$ cat src/rtl/sweep_ctrl.sv
// Frequency-sweep sequencer: steps the DDS frequency word over N points and
// waits for a settle time and a measurement handshake at each point.
module sweep_ctrl #(
  parameter int FWORD_W  = 32,
  parameter int NPTS_W   = 16,
  parameter int SETTLE_W = 24,
  parameter int MEAS_TO  = 1000000
) (
  input  logic                clk,
  input  logic                rst,
  input  logic                start,
  input  logic                abort,
  input  logic [FWORD_W-1:0]  start_fword,
  input  logic [FWORD_W-1:0]  step_fword,
  input  logic [NPTS_W-1:0]   num_points,
  input  logic [SETTLE_W-1:0] settle_cyc,
  output logic                param_wen,
  output logic [FWORD_W-1:0]  phase_fword,
  output logic                meas_start,
  input  logic                meas_done,
  output logic                point_valid,
  output logic [NPTS_W-1:0]   point_idx,
  output logic                point_to,
  output logic                busy,
  output logic                done
);

  localparam int MEAS_W = (MEAS_TO > 1) ? $clog2(MEAS_TO) : 1;
  localparam logic [MEAS_W-1:0] MEAS_LAST = MEAS_W'(MEAS_TO > 0 ? MEAS_TO - 1 : 0);

  typedef enum logic [2:0] {
    S_IDLE, S_LOAD, S_SETTLE, S_MEAS, S_NEXT, S_FIN
  } state_t;

  state_t              state, nxt;
  logic [FWORD_W-1:0]  cur, step_q, last_fw;
  logic [NPTS_W-1:0]   npts_q, idx;
  logic [SETTLE_W-1:0] settle_q, scnt;
  logic [MEAS_W-1:0]   mcnt;
  logic                ms_seen, to_q;
  logic                accept, last_pt, meas_to_hit;

  assign accept      = (state == S_IDLE) && start && !abort;
  assign last_pt     = (idx == npts_q - 1'b1);
  assign meas_to_hit = (MEAS_TO != 0) && (mcnt == MEAS_LAST);

  always_ff @(posedge clk) begin
    if (rst) state <= S_IDLE;
    else     state <= nxt;
  end

  always_comb begin
    nxt = state;
    case (state)
      S_IDLE:   if (accept) nxt = (num_points == '0) ? S_FIN : S_LOAD;
      S_LOAD:   nxt = S_SETTLE;
      S_SETTLE: if (scnt <= SETTLE_W'(1)) nxt = S_MEAS;
      S_MEAS:   if (meas_done || meas_to_hit) nxt = S_NEXT;
      S_NEXT:   nxt = last_pt ? S_FIN : S_LOAD;
      S_FIN:    nxt = S_IDLE;
      default:  nxt = S_IDLE;
    endcase
    if (abort && state != S_IDLE) nxt = S_IDLE;
  end

  // Sweep parameters are frozen at accept; later input changes are invisible.
  always_ff @(posedge clk) begin
    if (rst) begin
      cur      <= '0;
      step_q   <= '0;
      last_fw  <= '0;
      npts_q   <= '0;
      idx      <= '0;
      settle_q <= '0;
      scnt     <= '0;
      mcnt     <= '0;
      ms_seen  <= 1'b0;
      to_q     <= 1'b0;
    end else begin
      case (state)
        S_IDLE: if (accept) begin
          cur      <= start_fword;
          step_q   <= step_fword;
          npts_q   <= num_points;
          settle_q <= (settle_cyc == '0) ? SETTLE_W'(1) : settle_cyc;
          idx      <= '0;
          to_q     <= 1'b0;
        end
        S_LOAD: begin
          last_fw <= cur;
          scnt    <= settle_q;
          mcnt    <= '0;
          ms_seen <= 1'b0;
        end
        S_SETTLE: scnt <= scnt - 1'b1;
        S_MEAS: begin
          ms_seen <= 1'b1;
          to_q    <= !meas_done;
          if (MEAS_TO != 0) mcnt <= mcnt + 1'b1;
        end
        S_NEXT: if (!last_pt) begin
          idx <= idx + 1'b1;
          cur <= cur + step_q;
        end
        default: ;
      endcase
    end
  end

  // An abort landing in NEXT or FIN suppresses that cycle's report.
  always_comb begin
    param_wen   = (state == S_LOAD);
    phase_fword = param_wen ? cur : last_fw;
    meas_start  = (state == S_MEAS) && !ms_seen;
    point_valid = (state == S_NEXT) && !abort;
    point_to    = point_valid && to_q;
    point_idx   = idx;
    busy        = (state != S_IDLE);
    done        = (state == S_FIN) && !abort;
  end

endmodule

$ cat config.mk
export PLATFORM = sky130hd
export DESIGN_NAME = sweep_ctrl
export DESIGN_NICKNAME = d
export VERILOG_FILES = /design/src/rtl/sweep_ctrl.sv
export SDC_FILE = /design/constraint.sdc
export NUM_CORES = 1
export LEC_CHECK = 0
export BUFFER_PORTS_ARGS = -buffer_cell sky130_fd_sc_hd__buf_4
export CAP_MARGIN = 40
export CORE_MARGIN = 4
export CORE_UTILIZATION = 60
export DETAILED_ROUTE_END_ITERATION = 8
export GPL_TIMING_DRIVEN = 0
export PLACE_DENSITY = 0.84
export SLEW_MARGIN = 15
export SYNTH_ARGS = -nofsm -noshare
export SYNTH_HDL_FRONTEND = slang
export SYNTH_SLANG_ARGS = --single-unit
$ cat constraint.sdc
create_clock -name clk -period 5.6 [get_ports clk]
set_input_delay 0.56 -clock clk [delete_from_list [all_inputs] [get_ports clk]]
set_output_delay 0.56 -clock clk [all_outputs]
set_load 0.03 [all_outputs]
; After elaboration in Yosys (flattened, before gate mapping)
; Index checks and enable logic that the tools add are counted.
[totals]
out_inout_bits = 54
reg_bits = 201
in_bits = 109
word_cells = 71
[classes]
add_sub_neg = 5
eq_ne = 11
n_reduce_logical = 24
n_mux = 19
n_lt_le_gt_ge = 1
[op_table]
columns = cell, n
row1 = 2-to-1 mux 32 bit, 3
row2 = one-hot mux 32 bit (2 select lines), 1
row3 = one-hot mux 24 bit (2 select lines), 1
row4 = one-hot mux 20 bit (2 select lines), 1
row5 = adder 32 bit, 1
row6 = 2-to-1 mux 16 bit, 2
row7 = one-hot mux 16 bit (2 select lines), 1
row8 = less-or-equal comparator 24 x 1 -> 1 bit (second input constant), 1
row9 = zero test 24 bit, 1
row10 = 2-to-1 mux 24 bit, 1
row11 = subtractor 24 x 1 -> 24 bit (second input constant), 1
row12 = adder 20 x 1 -> 20 bit (second input constant), 1
row13 = == test 20 bit (second input constant), 1
row14 = adder 16 x 1 -> 16 bit (second input constant), 1
row15 = == test 16 bit, 1
row16 = zero test 16 bit, 1
row17 = subtractor 16 x 1 -> 16 bit (second input constant), 1
row18 = 2-to-1 mux 3 bit, 5
row19 = one-hot mux 3 bit (5 select lines), 1
row20 = != test 2 bit (second input constant), 4
row21 = nonzero test 2 bit, 4
row22 = logical AND 1 bit, 7
row23 = == test 3 x 2 -> 1 bit (second input constant), 2
row24 = == test 3 bit (second input constant), 2
row25 = other kinds (10), 15

; Depth between registers and ports, before layout
; Gate-level depths: netlist of run 1.
[depth]
depth_word = 5
mapped_depth = 14
depth_no_buf = 12

; Least setup slack after synthesis of run 1
; Ideal clock, no wire load.
[synth_timing]
path_type = flip-flop to flip-flop
from = register npts_q[0]
to = register idx[10] (netlist: point_idx[10])
synth_period_minus_slack_ps = 2817
stages_incl_launch_ff = 14
setup_time_ps = 128
setup_slack_ps = 2783
required_time_ps = 5472
arrival_ps = 2689
path_cell_list = dfxtp_1 inv_1 ha_1 or3b_1 clkbuf_1 nor3_1 a211oi_1 a41oi_1 nor2_1 and4_1 buf_6 or4_4 xor2_1 nor2_1
[synth_between]
elab_chain_len = 4
[synth_rtl]
columns = item, line_no
row1 = "start, declared", 37  ; logic [NPTS_W-1:0] npts_q, idx;
row2 = "start signal, assigned", 84  ; npts_q <= num_points;
row3 = subtractor 16 x 1 -> 16 bit, 44  ; assign last_pt = (idx == npts_q - 1'b1);
row4 = == test 16 bit, 44
row5 = != test 2 bit (no line), -
row6 = AND reduction 3 bit (no line), -
row7 = "end signal, assigned", 102  ; idx <= idx + 1'b1;
row8 = "end, declared", 37
; No other way between the ends.
; A chain may end at the register's enable or synchronous reset.

; Worst setup path after layout of run 1
[layout_timing]
from = register state[2]
to = output phase_fword[28]
[layout_between]
elab_chain_len = 2
[layout_rtl]
columns = item, line_no
row1 = "start, declared", 35  ; state_t state, nxt;
row2 = "start signal, assigned", 49  ; else state <= nxt;
row3 = == test 3 x 1 -> 1 bit, 112  ; param_wen = (state == S_LOAD);
row4 = 2-to-1 mux 32 bit, 113  ; phase_fword = param_wen ? cur : last_fw;
row5 = "end, declared", 18  ; output logic [FWORD_W-1:0] phase_fword,
; No other way between the ends.

==> results of run 1 <==
[cells in the final DEF, fill, tap and decap left out, types with 5 or more instances in the layout]
master	count
nor2b_1	12
o311ai_0	5
a21oi_1	201
or2_2	6
o21ai_0	44
inv_1	15
nand2_1	330
a21o_1	14
dfxtp_1	201
a31oi_1	7
xnor2_1	36
a22oi_1	10
or3_1	11
and2_1	5
clkbuf_8	6
buf_2	5
a211oi_1	28
nor2_1	146
clkbuf_1	76
or4_1	5
nor4_1	20
and3_1	12
buf_4	163
o21a_1	8
nand4_1	11
xor2_1	21
a311oi_1	13
nor3b_1	5
and4_1	5
nand2b_1	12
ha_1	36
nor3_1	31
o211ai_1	5
nand3_1	26
clkbuf_16	23
[worst paths after layout]
check | to | start
max | phase_fword[28] | state[2]$_SDFFE_PP0P_
min | state[1]$_SDFFE_PP0P_ | abort
max reg2reg | cur[29]$_SDFFE_PP0P_ | npts_q[0]$_SDFFE_PP0P_
min reg2reg | settle_q[5]$_SDFFE_PP0P_ | settle_q[5]$_SDFFE_PP0P_
[area by class of cell]
cell class                      instances  area share, %
Buffer                                 81           2.56
Clock buffer                           33           5.23
Clock inverter                          5          0.798
Inverter                               17          0.496
Multi-Input combinational cell       1126           48.0
Sequential cell                       201           31.3
Tap cell                              225           2.19
Timing Repair Buffer                  162           9.46
[sequential cells by signal (all words and copies together), names as in the netlist]
| signal | cells |
|---|---|
| cur | 32 |
| last_fw | 32 |
| mcnt | 20 |
| ms_seen | 1 |
| npts_q | 16 |
| point_idx | 16 |
| scnt | 24 |
| settle_q | 24 |
| state | 3 |
| step_q | 32 |
| to_q | 1 |
[worst max-delay path, cell delays in order, from the launching register on]
cell and delay [ns]:
dfxtp_1 0.29, clkbuf_1 0.18, nor2b_1 0.14, clkbuf_1 0.34, nand2_1 0.40, clkinv_1 0.30, clkbuf_1 0.52, nand2_1 0.16
nand2_1 0.09, buf_4 0.15
[per-layer routing]
metal	GRT usage, %	share of wire (%)	wire [um]	vias to the layer above
li1	-	-	-	5378
met1	40.1	41	13400	5225
met2	52.8	47	15300	474
met3	5.16	7.9	2560	90
met4	11.6	3.6	1180	0
met5	0	0	0	-
[per-stage QoR]
stage | std cells | total power [uW] | util (%) | hold WS, ns | instance area, um2
final | 1850 | 4000 | 74.3 | 0.279 | 12900
after global routing | 1850 | 4160 | 74.3 | 0.275 | 12900
after CTS | 1850 | 3990 | 74.3 | 0.262 | 12900
after detailed placement | 1812 | 2450 | 69.9 | 0.444 | 12100
after global placement | 1812 | 2440 | 69.9 | 0.438 | 12100
after floorplan | 1425 | 2180 | - | 0.432 | 10600
[cell families after synthesis]
logic type | Yosys count | share of synthesized area (%)
flip-flops | 201 | 38.0
multiplexers | 4 | 0.378
adder cells (fa/ha/maj) | 37 | 4.44
AND/OR/NAND/NOR | 652 | 27.3
buffers and inverters | 98 | 3.71
XOR/XNOR | 57 | 4.72
AO/OA/AOI/OAI | 376 | 21.4
[power groups by stage]
| stage | combinational, uW | clock (uW) | sequential, uW |
|---|---|---|---|
| floorplan | 573 | 0 | 1600 |
| global placement | 817 | 0 | 1620 |
| detailed placement | 829 | 0 | 1620 |
| CTS | 837 | 1560 | 1590 |
| global route | 936 | 1620 | 1600 |
| finish | 851 | 1560 | 1600 |
==> flow_metrics.env, run 1 <==
export IMPL_yosysMostFrequentCell="nand2_1"
export IMPL_clock_sinks=201
export IMPL_power_leakage_uw=0.00524
export IMPL_routabilityCongestion=0.949
export IMPL_worstSetupEndpointType="output port"
export IMPL_postCtsSetupBuffers=0
export IMPL_yosys_warnings=0
export IMPL_cp_required_ns=5.04
export IMPL_clockPowerShare_pct=38.8
export IMPL_die_h_um=141
export IMPL_grtUsageTotal_pct=31.2
export IMPL_grt_max_degree=14
export IMPL_clk_latency_ns=0.51
export IMPL_seqPwrFrac_pct=39.9
export IMPL_power_frac_comb_pct=21.3
export IMPL_seq_area_frac_synth_pct=38.0
export IMPL_synth_area_um2=10600
export IMPL_path_class="reg2out"
export IMPL_swShare_pct=30.1
export IMPL_cts_tree="built"
export IMPL_numCtsBuffers=22
export IMPL_drt_wl_total_mm=32.5
export IMPL_drv_slew=0
export IMPL_p_int_uw=2800
export IMPL_die_w_um=141
export IMPL_drive_above_1_share_pct=13.7
export IMPL_clock_root_buffer="clkbuf_16"
export IMPL_switchingPower_uw=1200
export IMPL_htreeDepth=1
export IMPL_start_kind="flop"
export IMPL_status="completed"
export IMPL_worst_slack_ns=1.95
export IMPL_nets=1757
export IMPL_synth_largest_area_cell="dfxtp_1"
export IMPL_dpl_worst_slack_ns=2.22
export IMPL_drt_iter0_drc=839
export IMPL_rsz0062_at_grt="false"
export IMPL_syn_nets=1571
export IMPL_dp_hpwl_mm=24.0
export IMPL_cp_max_fo=10
export IMPL_drt_pass1_iter_count=5
export IMPL_synth_ff_type="dfxtp_1"
export IMPL_finalSetupViolCount=0
export IMPL_finalCriticalPeriod_ns=3.65
export IMPL_grt_pass1_vias=10306
export IMPL_reg2reg_slack_ns=2.12
export IMPL_vdd_drop_max_v=0.000248
export IMPL_clk_transition_reported_paths_ns=0.06
export IMPL_vias=11167
export IMPL_synth_edff_count=0
export IMPL_drv_cap=0
export IMPL_arrival_ns=3.09
export IMPL_min_path_type="in2reg"
export IMPL_holdPathStages=2
export IMPL_coreArea_um2=17300
export IMPL_drc_errors=0
export IMPL_place_port_buffers=162
export IMPL_ys_seq_elements=201
export IMPL_grt_pass1_wl_mm=51.3
export IMPL_viasPerCell=6.04
export IMPL_reg2reg_depth=13
export IMPL_area_growth_pct=21.5
export IMPL_finalHoldViolations=0
export IMPL_num_fill_cells=1379
export IMPL_synth_async_reset_ratio_pct=0
export IMPL_slew_headroom_pct=41.0
export IMPL_seq_area_um2=4020
export IMPL_yosys_top_cells_area="dfxtp_1, nand2_1, a21oi_1"
export IMPL_multiInputGateArea_um2=6170
export IMPL_grt_overflow=0
export IMPL_start_util_pct=61.2
export IMPL_synthCells=1425
export IMPL_routedWlPerCell_um=17.5
export IMPL_post_cts_resized=0
export IMPL_grt_antenna_before_repair=0
export IMPL_synth_top_area_share_pct=38.0
export IMPL_tns_ns=0
export IMPL_worst_pin_slew_ns=0.884
export IMPL_die_area_um2=19800
export IMPL_clockBufferDepth=3
export IMPL_power_density_nw_per_um2=311
export IMPL_yosys_top_cells_count="nand2_1, a21oi_1, dfxtp_1, nor2_1, clkbuf_1"
export IMPL_antenna_cells=0
export IMPL_skew_ns=0.0128
export IMPL_min_period_over_period_pct=65.2
export IMPL_io_pins=163
export IMPL_avgSynthCellArea_um2=7.43
export IMPL_hold_buffers=0
export IMPL_ant_nets=0
export IMPL_num_rows=48
export IMPL_synth_cell_type_count=66
export IMPL_fmax_mhz=274
(Power assumes the default switching activity.)
==> run 2: changes to the inputs <==
--- a/config.mk
+++ b/config.mk
@@ -8,10 +8,10 @@
 export BUFFER_PORTS_ARGS = -buffer_cell sky130_fd_sc_hd__buf_4
 export CAP_MARGIN = 40
 export CORE_MARGIN = 4
-export CORE_UTILIZATION = 60
+export CORE_UTILIZATION = 52
 export DETAILED_ROUTE_END_ITERATION = 8
 export GPL_TIMING_DRIVEN = 0
-export PLACE_DENSITY = 0.84
+export PLACE_DENSITY = 0.77
 export SLEW_MARGIN = 15
 export SYNTH_ARGS = -nofsm -noshare
 export SYNTH_HDL_FRONTEND = slang
==> constraint.sdc (replaced) <==
create_clock -name clk -period 3.2 [get_ports clk]
set_input_delay 0.32 -clock clk [delete_from_list [all_inputs] [get_ports clk]]
set_output_delay 0.32 -clock clk [all_outputs]
set_load 0.03 [all_outputs]
==> flow_metrics.env, run 2 (synthesized netlist as in run 1, its figures left out) <==
export IMPL_finalHoldViolations=0
export IMPL_power_density_nw_per_um2=527
export IMPL_final_common_cell="nand2_1"
export IMPL_arrival_ns=3.45
export IMPL_final_cells=1892
export IMPL_min_period_over_period_pct=95.1
export IMPL_top_regs="cur x32, last_fw x32, step_q x32"
export IMPL_power_leakage_uw=0.00527
export IMPL_grt_pass1_wl_mm=51.3
export IMPL_design_area_um2=12900
export IMPL_drv_slew=0
export IMPL_nets=1758
export IMPL_grt_max_degree=14
export IMPL_drc_errors=0
export IMPL_clock_sinks=201
export IMPL_cp_max_fo=5
export IMPL_start_util_pct=53.7
export IMPL_area_growth_pct=22.2
export IMPL_cp_required_ns=3.61
export IMPL_num_fill_cells=1756
export IMPL_finalSetupViolCount=0
export IMPL_die_h_um=151
export IMPL_grt_overflow=0
export IMPL_coreArea_um2=19700
export IMPL_vdd_drop_max_v=0.000380
export IMPL_hold_ws_ns=0.0579
export IMPL_clock_root_buffer="clkbuf_16"
export IMPL_die_area_um2=22700
export IMPL_final_cell_mix="nand2_1, dfxtp_1, a21oi_1"
export IMPL_drt_wl_total_mm=32.5
export IMPL_path_class="reg2reg"
export IMPL_skew_ns=0.0120
export IMPL_vias=10997
export IMPL_cts_tree="built"
export IMPL_dp_cells=1854
export IMPL_io_pins=163
export IMPL_rsz0062_at_grt="false"
export IMPL_die_w_um=151
export IMPL_slew_headroom_pct=43.0
export IMPL_status="completed"
export IMPL_holdPathStages=2
export IMPL_worst_pin_slew_ns=0.855
export IMPL_clockBufferDepth=3
export IMPL_drt_iter0_drc=919
export IMPL_viasPerCell=5.81
export IMPL_drt_pass1_iter_count=6
export IMPL_hold_buffers=0
export IMPL_min_from="abort"
export IMPL_clk_transition_reported_paths_ns=0.06
export IMPL_reg2reg_from="cur[0]$_SDFFE_PP0P_"
export IMPL_reg2reg_depth=12
export IMPL_antenna_cells=0
export IMPL_drive_above_1_share_pct=14.9
export IMPL_grt_antenna_before_repair=0
export IMPL_clk_latency_ns=0.50
export IMPL_numCtsBuffers=22
export IMPL_whs_endpoint="state[1]$_SDFFE_PP0P_"
export IMPL_htreeDepth=1
export IMPL_fmax_mhz=329
export IMPL_finalCriticalPeriod_ns=3.04
export IMPL_worstSetupEndpointType="flop"
export IMPL_reg2reg_slack_ns=0.16
export IMPL_place_port_buffers=162
export IMPL_drv_cap=0
export IMPL_placed_cell_area_um2=12200
export IMPL_routedWlPerCell_um=17.2
export IMPL_rr_endpoint="cur[28]$_SDFFE_PP0P_"
export IMPL_min_path_type="in2reg"
export IMPL_num_rows=51
export IMPL_ant_nets=0
export IMPL_routabilityCongestion=0.930
export IMPL_dp_hpwl_mm=24.5
export IMPL_start_kind="flop"
export IMPL_grt_pass1_vias=10296
export IMPL_tns_ns=0
export IMPL_grtUsageTotal_pct=27.9
[run 2: worst max-delay path by stage]
stage	from	endpoint	slack (ns)	cells after the start
final	cur[0]$_SDFFE_PP0P_	cur[28]$_SDFFE_PP0P_	0.16	12
after CTS	cur[6]$_SDFFE_PP0P_	cur[31]$_SDFFE_PP0P_	0.06	10
after detailed placement	npts_q[0]$_SDFFE_PP0P_	cur[29]$_SDFFE_PP0P_	-0.10	13
after floorplan	npts_q[0]$_SDFFE_PP0P_	point_idx[10]$_SDFFE_PP0P_	0.38	13
after global placement	npts_q[0]$_SDFFE_PP0P_	cur[25]$_SDFFE_PP0P_	-0.09	13
after global routing	cur[0]$_SDFFE_PP0P_	cur[28]$_SDFFE_PP0P_	0.009	12
[run 2: area by class of cell]
class	count	area [um2]	area share, %
plain buffers	79	344	2.66
clock buffers	33	663	5.13
clock inverters	6	58.8	0.455
inverters	17	67.6	0.522
multi-input cells	1126	6200	47.9
flip-flops and latches	201	4020	31.1
well taps	265	332	2.56
repair buffers	165	1250	9.66
[run 2: layer usage]
metal / wire length, um / track usage [%]
met5: 0 / 0
met4: 1340 / 11.0
met3: 2520 / 4.64
met2: 14800 / 45.9
met1: 13900 / 36.6
[run 2: report_power, final]
| part | switching (uW) | internal, uW | leakage (uW) |
|---|---|---|---|
| sequential | 131 | 2660 | 0.00163 |
| combinational | 942 | 563 | 0.00328 |
| clock | 1010 | 1510 | 0.000359 |
[run 2: stage by stage]
stage | worst slack, ns | total power [uW] | util (%)
detailed placement | -0.101 | 4300 | 61.7
finish | 0.158 | 6820 | 65.6
global route | 0.00865 | 7130 | 65.6
CTS | 0.0564 | 6810 | 65.4
global placement | -0.0933 | 4270 | 61.5
floorplan | 0.383 | 3810 | -
[run 2: worst max-delay path: stages (launching register included)]
cell and delay [ns]:
dfxtp_1 0.38, ha_1 0.20, inv_1 0.06, fa_1 0.37, nor2b_1 0.22, o2111ai_1 0.20
a21oi_2 0.26, nor3b_2 0.11, o31ai_2 0.38, a41oi_1 0.23, xnor2_1 0.20, nand2_1 0.07
a311oi_1 0.27
[run 2: repair_timing]
item	4_1_cts	5_1_grt
setup buffers	0	1
gates resized for setup	7	26
endpoints found under the setup margin	45	69
pin swaps	0	3
